[config.mk]
export PLATFORM = sky130hd
export DESIGN_NAME = muldiv_divider_pool
export DESIGN_NICKNAME = d
export VERILOG_FILES = /design/src/rtl/muldiv_divider_pool.sv
export SDC_FILE = /design/constraint.sdc
export NUM_CORES = 1
export LEC_CHECK = 0
export CORE_MARGIN = 2
export CORE_UTILIZATION = 40
export DETAILED_ROUTE_END_ITERATION = 12
export GPL_TIMING_DRIVEN = 0
export PLACE_DENSITY_LB_ADDON = 0.3
export SLEW_MARGIN = 25
export SYNTH_ARGS = -nofsm -noshare
export SYNTH_HDL_FRONTEND = slang
export SYNTH_SLANG_ARGS = --single-unit
[constraint.sdc]
create_clock -name clk -period 9.1 [get_ports clk]
set_input_delay 1.365 -clock clk [delete_from_list [all_inputs] [get_ports clk]]
set_output_delay 1.365 -clock clk [all_outputs]
set_load 0.005 [all_outputs]
[src/rtl/muldiv_divider_pool.sv]
// muldiv_divider_pool: pool of lowest-free-allocated iterative restoring dividers with selective flush.
// Define MULDIV_DIV_EARLY_OUT_EN to finish in one iteration when |dividend| < |divisor|.
module muldiv_divider_pool #(
    parameter int NUM_DIV        = 2,
    parameter int DATA_WIDTH     = 32,
    parameter int AL_INDEX_WIDTH = 6,
    parameter int RADIX_BITS     = 1,
    localparam int SW            = (NUM_DIV > 1) ? $clog2(NUM_DIV) : 1,
    localparam int FW            = $clog2(NUM_DIV) + 1
) (
    input  logic                          clk,
    input  logic                          rst,
    input  logic                          acquire_valid,
    input  logic [AL_INDEX_WIDTH-1:0]     acquire_al_ptr,
    output logic                          acquire_grant,
    output logic [SW-1:0]                 acquire_slot,
    input  logic                          req_valid,
    input  logic [SW-1:0]                 req_slot,
    input  logic [DATA_WIDTH-1:0]         op_a,
    input  logic [DATA_WIDTH-1:0]         op_b,
    input  logic [1:0]                    div_code,
    input  logic                          release_valid,
    input  logic [SW-1:0]                 release_slot,
    input  logic                          flush_valid,
    input  logic                          flush_all,
    input  logic [AL_INDEX_WIDTH-1:0]     flush_head,
    input  logic [AL_INDEX_WIDTH-1:0]     flush_tail,
    output logic [NUM_DIV-1:0]            result_valid,
    output logic [NUM_DIV*DATA_WIDTH-1:0] result_data,
    output logic [NUM_DIV-1:0]            busy_mask,
    output logic [FW-1:0]                 free_count
);
    localparam int ITER = DATA_WIDTH / RADIX_BITS;
    localparam int CW   = $clog2(ITER + 1);
    typedef enum logic [1:0] {FREE, RESERVED, PROCESSING, WAITING} phase_e;
    phase_e                    phase_q [NUM_DIV];
    phase_e                    phase_d [NUM_DIV];
    logic [AL_INDEX_WIDTH-1:0] ptr_q   [NUM_DIV];
    logic [AL_INDEX_WIDTH-1:0] ptr_d   [NUM_DIV];
    logic [CW-1:0]             cnt_q   [NUM_DIV];
    logic [CW-1:0]             cnt_d   [NUM_DIV];
    logic [DATA_WIDTH-1:0]     quo_q   [NUM_DIV];
    logic [DATA_WIDTH-1:0]     quo_d   [NUM_DIV];
    logic [DATA_WIDTH-1:0]     rem_q   [NUM_DIV];
    logic [DATA_WIDTH-1:0]     rem_d   [NUM_DIV];
    logic [DATA_WIDTH-1:0]     dvs_q   [NUM_DIV];
    logic [DATA_WIDTH-1:0]     dvs_d   [NUM_DIV];
    logic [DATA_WIDTH-1:0]     res_q   [NUM_DIV];
    logic [DATA_WIDTH-1:0]     res_d   [NUM_DIV];
    logic [1:0]                code_q  [NUM_DIV];
    logic [1:0]                code_d  [NUM_DIV];
    logic [NUM_DIV-1:0]        raw_q, raw_d, negq_q, negq_d, negr_q, negr_d;
    logic                      sgn, a_neg, b_neg, zero, ovf, early, raw, in_rng, hit;
    logic [DATA_WIDTH-1:0]     abs_a, abs_b, raw_quo, raw_rem;
    logic [DATA_WIDTH:0]       t;
    assign sgn     = ~div_code[0];
    assign a_neg   = sgn & op_a[DATA_WIDTH-1];
    assign b_neg   = sgn & op_b[DATA_WIDTH-1];
    assign abs_a   = a_neg ? -op_a : op_a;
    assign abs_b   = b_neg ? -op_b : op_b;
    assign zero    = op_b == '0;
    assign ovf     = sgn && op_a == {1'b1, {(DATA_WIDTH-1){1'b0}}} && op_b == '1;
`ifdef MULDIV_DIV_EARLY_OUT_EN
    assign early   = ~zero & (abs_a < abs_b);
`else
    assign early   = 1'b0;
`endif
    // Special cases skip iteration: results are final at request time and bypass sign fix-up.
    assign raw     = zero | ovf | early;
    assign raw_quo = zero ? '1 : ovf ? op_a : '0;
    assign raw_rem = ovf ? '0 : op_a;
    always_comb begin
        acquire_slot = '0;
        free_count   = '0;
        for (int i = NUM_DIV - 1; i >= 0; i--) begin
            if (phase_q[i] == FREE) acquire_slot = SW'(i);
            free_count = free_count + FW'(phase_q[i] == FREE);
        end
        acquire_grant = acquire_valid & ~flush_valid & (free_count != '0);
    end
    always_comb begin
        result_valid = '0;
        busy_mask    = '0;
        result_data  = '0;
        for (int i = 0; i < NUM_DIV; i++) begin
            result_valid[i] = phase_q[i] == WAITING;
            busy_mask[i]    = phase_q[i] == PROCESSING;
            result_data[i*DATA_WIDTH +: DATA_WIDTH] = res_q[i];
        end
    end
    always_comb begin
        t      = '0;
        in_rng = 1'b0;
        hit    = 1'b0;
        raw_d  = raw_q;
        negq_d = negq_q;
        negr_d = negr_q;
        for (int i = 0; i < NUM_DIV; i++) begin
            phase_d[i] = phase_q[i];
            ptr_d[i]   = ptr_q[i];
            cnt_d[i]   = cnt_q[i];
            quo_d[i]   = quo_q[i];
            rem_d[i]   = rem_q[i];
            dvs_d[i]   = dvs_q[i];
            res_d[i]   = res_q[i];
            code_d[i]  = code_q[i];
            in_rng = (flush_head < flush_tail) ? (ptr_q[i] >= flush_head && ptr_q[i] < flush_tail) :
                     (flush_head > flush_tail) ? (ptr_q[i] >= flush_head || ptr_q[i] < flush_tail) : 1'b0;
            hit = phase_q[i] != FREE && (flush_all || in_rng);
            if (flush_valid && hit) begin
                phase_d[i] = FREE;
                cnt_d[i]   = '0;
            end else if (release_valid && release_slot == SW'(i) && phase_q[i] == WAITING) begin
                phase_d[i] = FREE;
            end else if (req_valid && req_slot == SW'(i) && phase_q[i] == RESERVED) begin
                phase_d[i] = PROCESSING;
                cnt_d[i]   = raw ? CW'(1) : CW'(ITER);
                quo_d[i]   = raw ? raw_quo : abs_a;
                rem_d[i]   = raw ? raw_rem : '0;
                dvs_d[i]   = abs_b;
                code_d[i]  = div_code;
                raw_d[i]   = raw;
                negq_d[i]  = a_neg ^ b_neg;
                negr_d[i]  = a_neg;
            end else if (phase_q[i] == PROCESSING) begin
                if (cnt_q[i] == '0) begin
                    phase_d[i] = WAITING;
                    res_d[i]   = raw_q[i] ? (code_q[i][1] ? rem_q[i] : quo_q[i]) :
                                 code_q[i][1] ? (negr_q[i] ? -rem_q[i] : rem_q[i]) :
                                 (negq_q[i] ? -quo_q[i] : quo_q[i]);
                end else begin
                    cnt_d[i] = cnt_q[i] - CW'(1);
                    if (!raw_q[i]) begin
                        for (int k = 0; k < RADIX_BITS; k++) begin
                            t        = {rem_d[i], quo_d[i][DATA_WIDTH-1]};
                            quo_d[i] = {quo_d[i][DATA_WIDTH-2:0], 1'b0};
                            if (t >= {1'b0, dvs_q[i]}) begin
                                t           = t - {1'b0, dvs_q[i]};
                                quo_d[i][0] = 1'b1;
                            end
                            rem_d[i] = t[DATA_WIDTH-1:0];
                        end
                    end
                end
            end else if (acquire_grant && acquire_slot == SW'(i)) begin
                phase_d[i] = RESERVED;
                ptr_d[i]   = acquire_al_ptr;
            end
        end
    end
    always_ff @(posedge clk or negedge rst) begin
        if (!rst) begin
            for (int i = 0; i < NUM_DIV; i++) begin
                phase_q[i] <= FREE;
                ptr_q[i]   <= '0;
                cnt_q[i]   <= '0;
                quo_q[i]   <= '0;
                rem_q[i]   <= '0;
                dvs_q[i]   <= '0;
                res_q[i]   <= '0;
                code_q[i]  <= '0;
            end
            raw_q  <= '0;
            negq_q <= '0;
            negr_q <= '0;
        end else begin
            phase_q <= phase_d;
            ptr_q   <= ptr_d;
            cnt_q   <= cnt_d;
            quo_q   <= quo_d;
            rem_q   <= rem_d;
            dvs_q   <= dvs_d;
            res_q   <= res_d;
            code_q  <= code_d;
            raw_q   <= raw_d;
            negq_q  <= negq_d;
            negr_q  <= negr_d;
        end
    end
endmodule

==> After elaboration in Yosys (flattened, before gate mapping) <==
Index checks and enable logic that the tools add are counted.
{ "word_totals": {"regBits": 294, "output_inout_bits": 72} }
{ "op_classes": {"add_sub_neg": 11, "order_cmp": 8, "eq_ne": 18, "muxes": 66, "bitwise_logic": 19, "n_reduce_logical": 48} }
{ "ops": {"columns": ["cell", "n"], "rows": [
  ["$mux 32", 35],
  ["$neg 32->32", 6],
  ["$ge 33x32->1", 2],
  ["$mux 6", 11],
  ["$eq 32x32->1 const B", 2],
  ["$sub 32x32->32", 2],
  ["$logic_not 32->1", 1],
  ["$reduce_and 5->1", 6],
  ["$mux 2", 12],
  ["$logic_and 1x1->1", 18],
  ["$lt 6x6->1", 3],
  ["$not 1->1", 13],
  ["$ge 6x6->1", 2],
  ["$logic_not 6->1", 2],
  ["$reduce_and 3->1", 4],
  ["$sub 6x1->6 const B", 2],
  ["$ne 5x1->1 const B", 2],
  ["$reduce_bool 2->1", 5],
  ["$reduce_bool 5->1", 2],
  ["$eq 2x2->1 const B", 4],
  ["$mux 1", 8],
  ["$ne 2x2->1 const B", 4],
  ["$gt 6x6->1", 1],
  ["$ne 3x3->1 const B", 2],
  ["other kinds (10)", 21]
]} }

==> Longest topological paths before layout <==
{ "depth": {"depth_word": 10, "depth_mapped": 13, "depth_no_buf": 12} }

==> Worst setup path after synthesis <==
No wires, ideal clock.
{ "synth_path": {"kind": "input to register", "start": "input port flush_head[0]", "end": "register ptr_q[10] (netlist name)", "setup_ns": 0.125, "arrival_ns": 3.900, "required_time_ns": 8.975, "slack_ns": 5.075, "path_stages": 11, "path_buffers": 1, "path_cell_list": "ha_1 nand2b_1 a211oi_1 o21bai_1 a31oi_1 a211oi_1 o311a_1 or2_2 clkbuf_1 a211oi_2 mux2_2"} }
{ "synth_between": {"elab_chain_cells": 9} }
{ "synth_rtl": {"columns": ["element", "line_no", "rtl"], "rows": [
  ["from (decl)", "26", "input logic [AL_INDEX_WIDTH-1:0] flush_head,"],
  ["$ge 6x6->1", "107, 108", null],
  ["$logic_or 1x1->1", "108", "(flush_head > flush_tail) ? (ptr_q[i] >= flush_head || ptr_q[i] < flush_tail) : 1'b0;"],
  ["$mux 1", "108", null],
  ["$mux 1 (*)", "107", "in_rng = (flush_head < flush_tail) ? (ptr_q[i] >= flush_head && ptr_q[i] < flush_tail) :"],
  ["$logic_or 1x1->1 (*)", "109", "hit = phase_q[i] != FREE && (flush_all || in_rng);"],
  ["$logic_and 1x1->1 (*)", "109", null],
  ["$logic_and 1x1->1 (*)", "110", "if (flush_valid && hit) begin"],
  ["$not 1->1 (no line) (*)", null, null],
  ["$reduce_and 5->1 (no line) (*)", null, null],
  ["to (signal assigned)", "168", "ptr_q <= ptr_d;"],
  ["to (decl)", "38", "logic [AL_INDEX_WIDTH-1:0] ptr_q [NUM_DIV];"]
]} }
Mark *: on every way between the ends. The rest lies on a longest branch, timed or not.
A chain may end at the register's enable or synchronous reset.

==> Worst setup path in the final report <==
{ "layout_path": {"start": "input port flush_head[0]", "end": "register dvs_q[49] (netlist name)"} }
{ "layout_between": {"elab_chain_cells": 9} }
{ "layout_rtl": {"columns": ["element", "line_no", "rtl"], "rows": [
  ["$ge 6x6->1", "107, 108", null],
  ["$logic_or 1x1->1", "108", null],
  ["$mux 1", "108", null],
  ["$mux 1 (*)", "107", null],
  ["$logic_or 1x1->1 (*)", "109", null],
  ["$logic_and 1x1->1 (*)", "109", null],
  ["$logic_and 1x1->1 (*)", "110", null],
  ["$not 1->1 (no line) (*)", null, null],
  ["$reduce_and 3->1 (no line) (*)", null, null],
  ["to (signal assigned)", "172", "dvs_q <= dvs_d;"],
  ["to (decl)", "46", "logic [DATA_WIDTH-1:0] dvs_q [NUM_DIV];"]
]} }
Marked as above.

==> impl_metrics.json <==
{
  "final-max-slew-violation-count": 0,
  "utilization_pct": 47.5,
  "finalClockSkew_ns": 0.0164,
  "post_cts_buffers": 0,
  "yosysSeqAreaShare_pct": 33.6,
  "cts_made_buffers": 36,
  "antenna_found_initial": 1,
  "area_delta_synth_final_pct": 17.3,
  "period_share_pct": 56.5,
  "tns_ns": 0,
  "root_buffer": "clkbuf_16",
  "viasPerCell": 5.99,
  "layout_common_cells": "nand2_1, o21ai_0, dfrtp_1",
  "h-tree-depth": 2,
  "gp_congestion": 0.979,
  "num_rows": 85,
  "synth_cell_types": 79,
  "io_buffers": 161,
  "nets": 3137,
  "grt_pass1_wl_microns": 127000,
  "finalHoldViolCount": 0,
  "synth.yosys.warnings": 0,
  "drt-wirelength-per-cell_microns": 22.9,
  "chipWidth_microns": 237,
  "cts.sinks": 292,
  "synthXorXnorAreaFrac_pct": 9.05,
  "initial_core_util_pct": 40.5,
  "grt-ovfl-total": 0,
  "yosys_most_used_dff": "dfrtp_1",
  "seqPwrFrac_pct": 24.8,
  "critPathKind": "in -> reg",
  "arrival_ns": 5.53,
  "final_common_cell": "nand2_1",
  "synth_compound_area_share_pct": 24.5,
  "syn_nets": 2934,
  "clock.fmax_ghz": 0.194,
  "dr.pass1.iters": 6,
  "required_ns": 9.49,
  "post_cts_resized": 0,
  "grt_max_degree": 85,
  "power.net_switching_mw": 5.53,
  "crit_fanout": 10,
  "rsz0062_at_grt": "no",
  "postRouteAntennaNets": 0,
  "postSynth.asyncResetShare_pct": 100,
  "comb_power_share_pct": 62.2,
  "p_leak_nw": 10.8,
  "io_pins": 165,
  "hp-class": "reg -> reg",
  "crit_path_end_kind": "flop",
  "hpwl_microns": 67400,
  "powerDensity_nw_per_um2": 432,
  "synth_edf_count": 0,
  "cp-start-kind": "input port",
  "avgSynthCellArea_sq_um": 7.96,
  "max_cap_viol_count": 0,
  "wirelength_microns": 83900,
  "ir_drop_uv": 166,
  "drive_above_1_share_pct": 4.35,
  "run_status": "complete, no violations",
  "cts_tree": "done",
  "internal_power_mw": 5.49,
  "core_sq_um": 53800,
  "grt_pass1_vias": 20629,
  "synth_mux_area_share_pct": 3.07,
  "clock_latency_ns": 0.55,
  "netSwitchingFraction_pct": 50.2,
  "synth_area_sq_um": 21800,
  "fillCellCount": 5284,
  "drt_iter0_drc": 2259,
  "synth_top_family_by_area": "compound AO/OA/AOI/OAI gates",
  "tightest_slew_ns": 1.07,
  "ys_ff_latch": 292,
  "clock_path_buffers": 3,
  "drc": 0,
  "clkPwrFrac_pct": 13.1,
  "synthSimpleGateAreaFrac_pct": 18.7,
  "slew_headroom_pct": 28.8,
  "setup_viol": 0,
  "clk_pin_slew_ns": 0.06,
  "post-route-min-period_ns": 5.14,
  "die_h_microns": 237,
  "die_area_sq_um": 56300,
  "vias": 21909,
  "grt_util_all_layers_pct": 29.3,
  "synth-adder-area-share_pct": 6.16,
  "cts_hold_buf": 0,
  "synth_cells": 2735
}
[through the flow]
step / cell area (sq um) / hold slack, ns / setup WS, ns / instances / power, mW
detailed placement: 24400 / 0.472 / 3.47 / 3596 / 9.39
CTS: 25500 / 0.485 / 4.04 / 3659 / 10.9
floorplan: 21800 / 0.450 / 5.07 / 2735 / 7.06
global route: 25500 / 0.501 / 3.72 / 3659 / 11.8
finish: 25500 / 0.475 / 3.96 / 3660 / 11.0
global placement: 24300 / 0.464 / -6.01 / 3592 / 9.28
[flip-flops by register name, indices dropped and copies added (netlist names)]
name and cells:
negr_q 2, dvs_q 64, rem_q 64, quo_q 64, ptr_q 12, raw_q 2, phase_q 4, cnt_q 12
result_data 64, code_q 2, negq_q 2
[cell usage after synthesis, types with 24 or more instances]
cell / number / area, sq um
nand2_1: 324 / 1220
xor2_1: 95 / 832
clkbuf_1: 133 / 499
mux2_2: 26 / 293
nor2_1: 217 / 815
nor3_1: 55 / 275
o21ai_0: 310 / 1550
a21o_1: 39 / 293
mux2i_1: 33 / 330
xnor2_1: 130 / 1140
o21ai_1: 53 / 265
a211oi_1: 24 / 180
a21oi_1: 246 / 1230
inv_1: 128 / 480
o31ai_1: 32 / 240
ha_1: 104 / 1300
or3_1: 45 / 282
nand2b_1: 27 / 169
dfrtp_1: 292 / 7310
nand3_1: 47 / 235
nand4_1: 31 / 194
[power groups by stage]
stage,combinational (mW),clock [mW],sequential (mW)
2_1_floorplan,4.70,0,2.36
4_1_cts,6.72,1.46,2.69
6_report,6.85,1.44,2.73
3_3_place_gp,6.60,0,2.69
5_1_grt,7.53,1.51,2.78
3_5_place_dp,6.68,0,2.71
[final cells by class]
type | count | area, sq um | area share [%]
diodes | 1 | 2.50 | 0.00980
flip-flops and latches | 292 | 7310 | 28.6
repair buffers | 165 | 1730 | 6.76
plain buffers | 155 | 602 | 2.36
inverters | 128 | 480 | 1.88
multi-input cells | 2160 | 13400 | 52.4
clock buffers | 47 | 1000 | 3.93
clock inverters | 16 | 156 | 0.612
well taps | 696 | 871 | 3.41
[final timing paths]
kind                            startpoint              end  slack, ns  cells past startpoint
setup / recovery             flush_head[0]        dvs_q[49]       3.96                     12
hold / removal             result_data[39]  result_data[39]       0.47                      2
setup reg to reg                  ptr_q[6]        dvs_q[49]       4.87                     12
hold reg to reg            result_data[39]  result_data[39]       0.47                      2
max in group asynchronous              rst        rem_q[18]       7.47                      3
min in group asynchronous              rst  result_data[16]       0.71                      1
[critical path, stage by stage]
cell and delay, ns:
clkdlybuf4s50_1 0.45, ha_1 0.31, nand2b_1 0.14, a211oi_1 0.28, o21bai_1 0.13, a31oi_1 0.21
a211oi_1 0.13, o311a_1 0.45, nor2_1 0.45, clkbuf_1 0.85, clkbuf_1 0.55, o21ai_0 0.19
[layer usage]
metal / part of all wire (%) / GRT usage (%) / vias to the layer above / routed length [microns]
met1: 44 / 40.4 / 10645 / 36700
met5: 0 / 0 / - / 0
met2: 44 / 45.4 / 907 / 37000
li1: - / - / 10175 / -
met4: 4.6 / 12.8 / 0 / 3850
met3: 7.6 / 4.81 / 182 / 6410
[cell families after synthesis]
group / Yosys count
AOI/OAI and AO/OA: 899
xor gates and xnor gates: 225
adders and majority gates: 106
buffers and inverters: 283
DFF: 292
muxes: 61
and+or+nand+nor: 869
(Power assumes the default switching activity.)
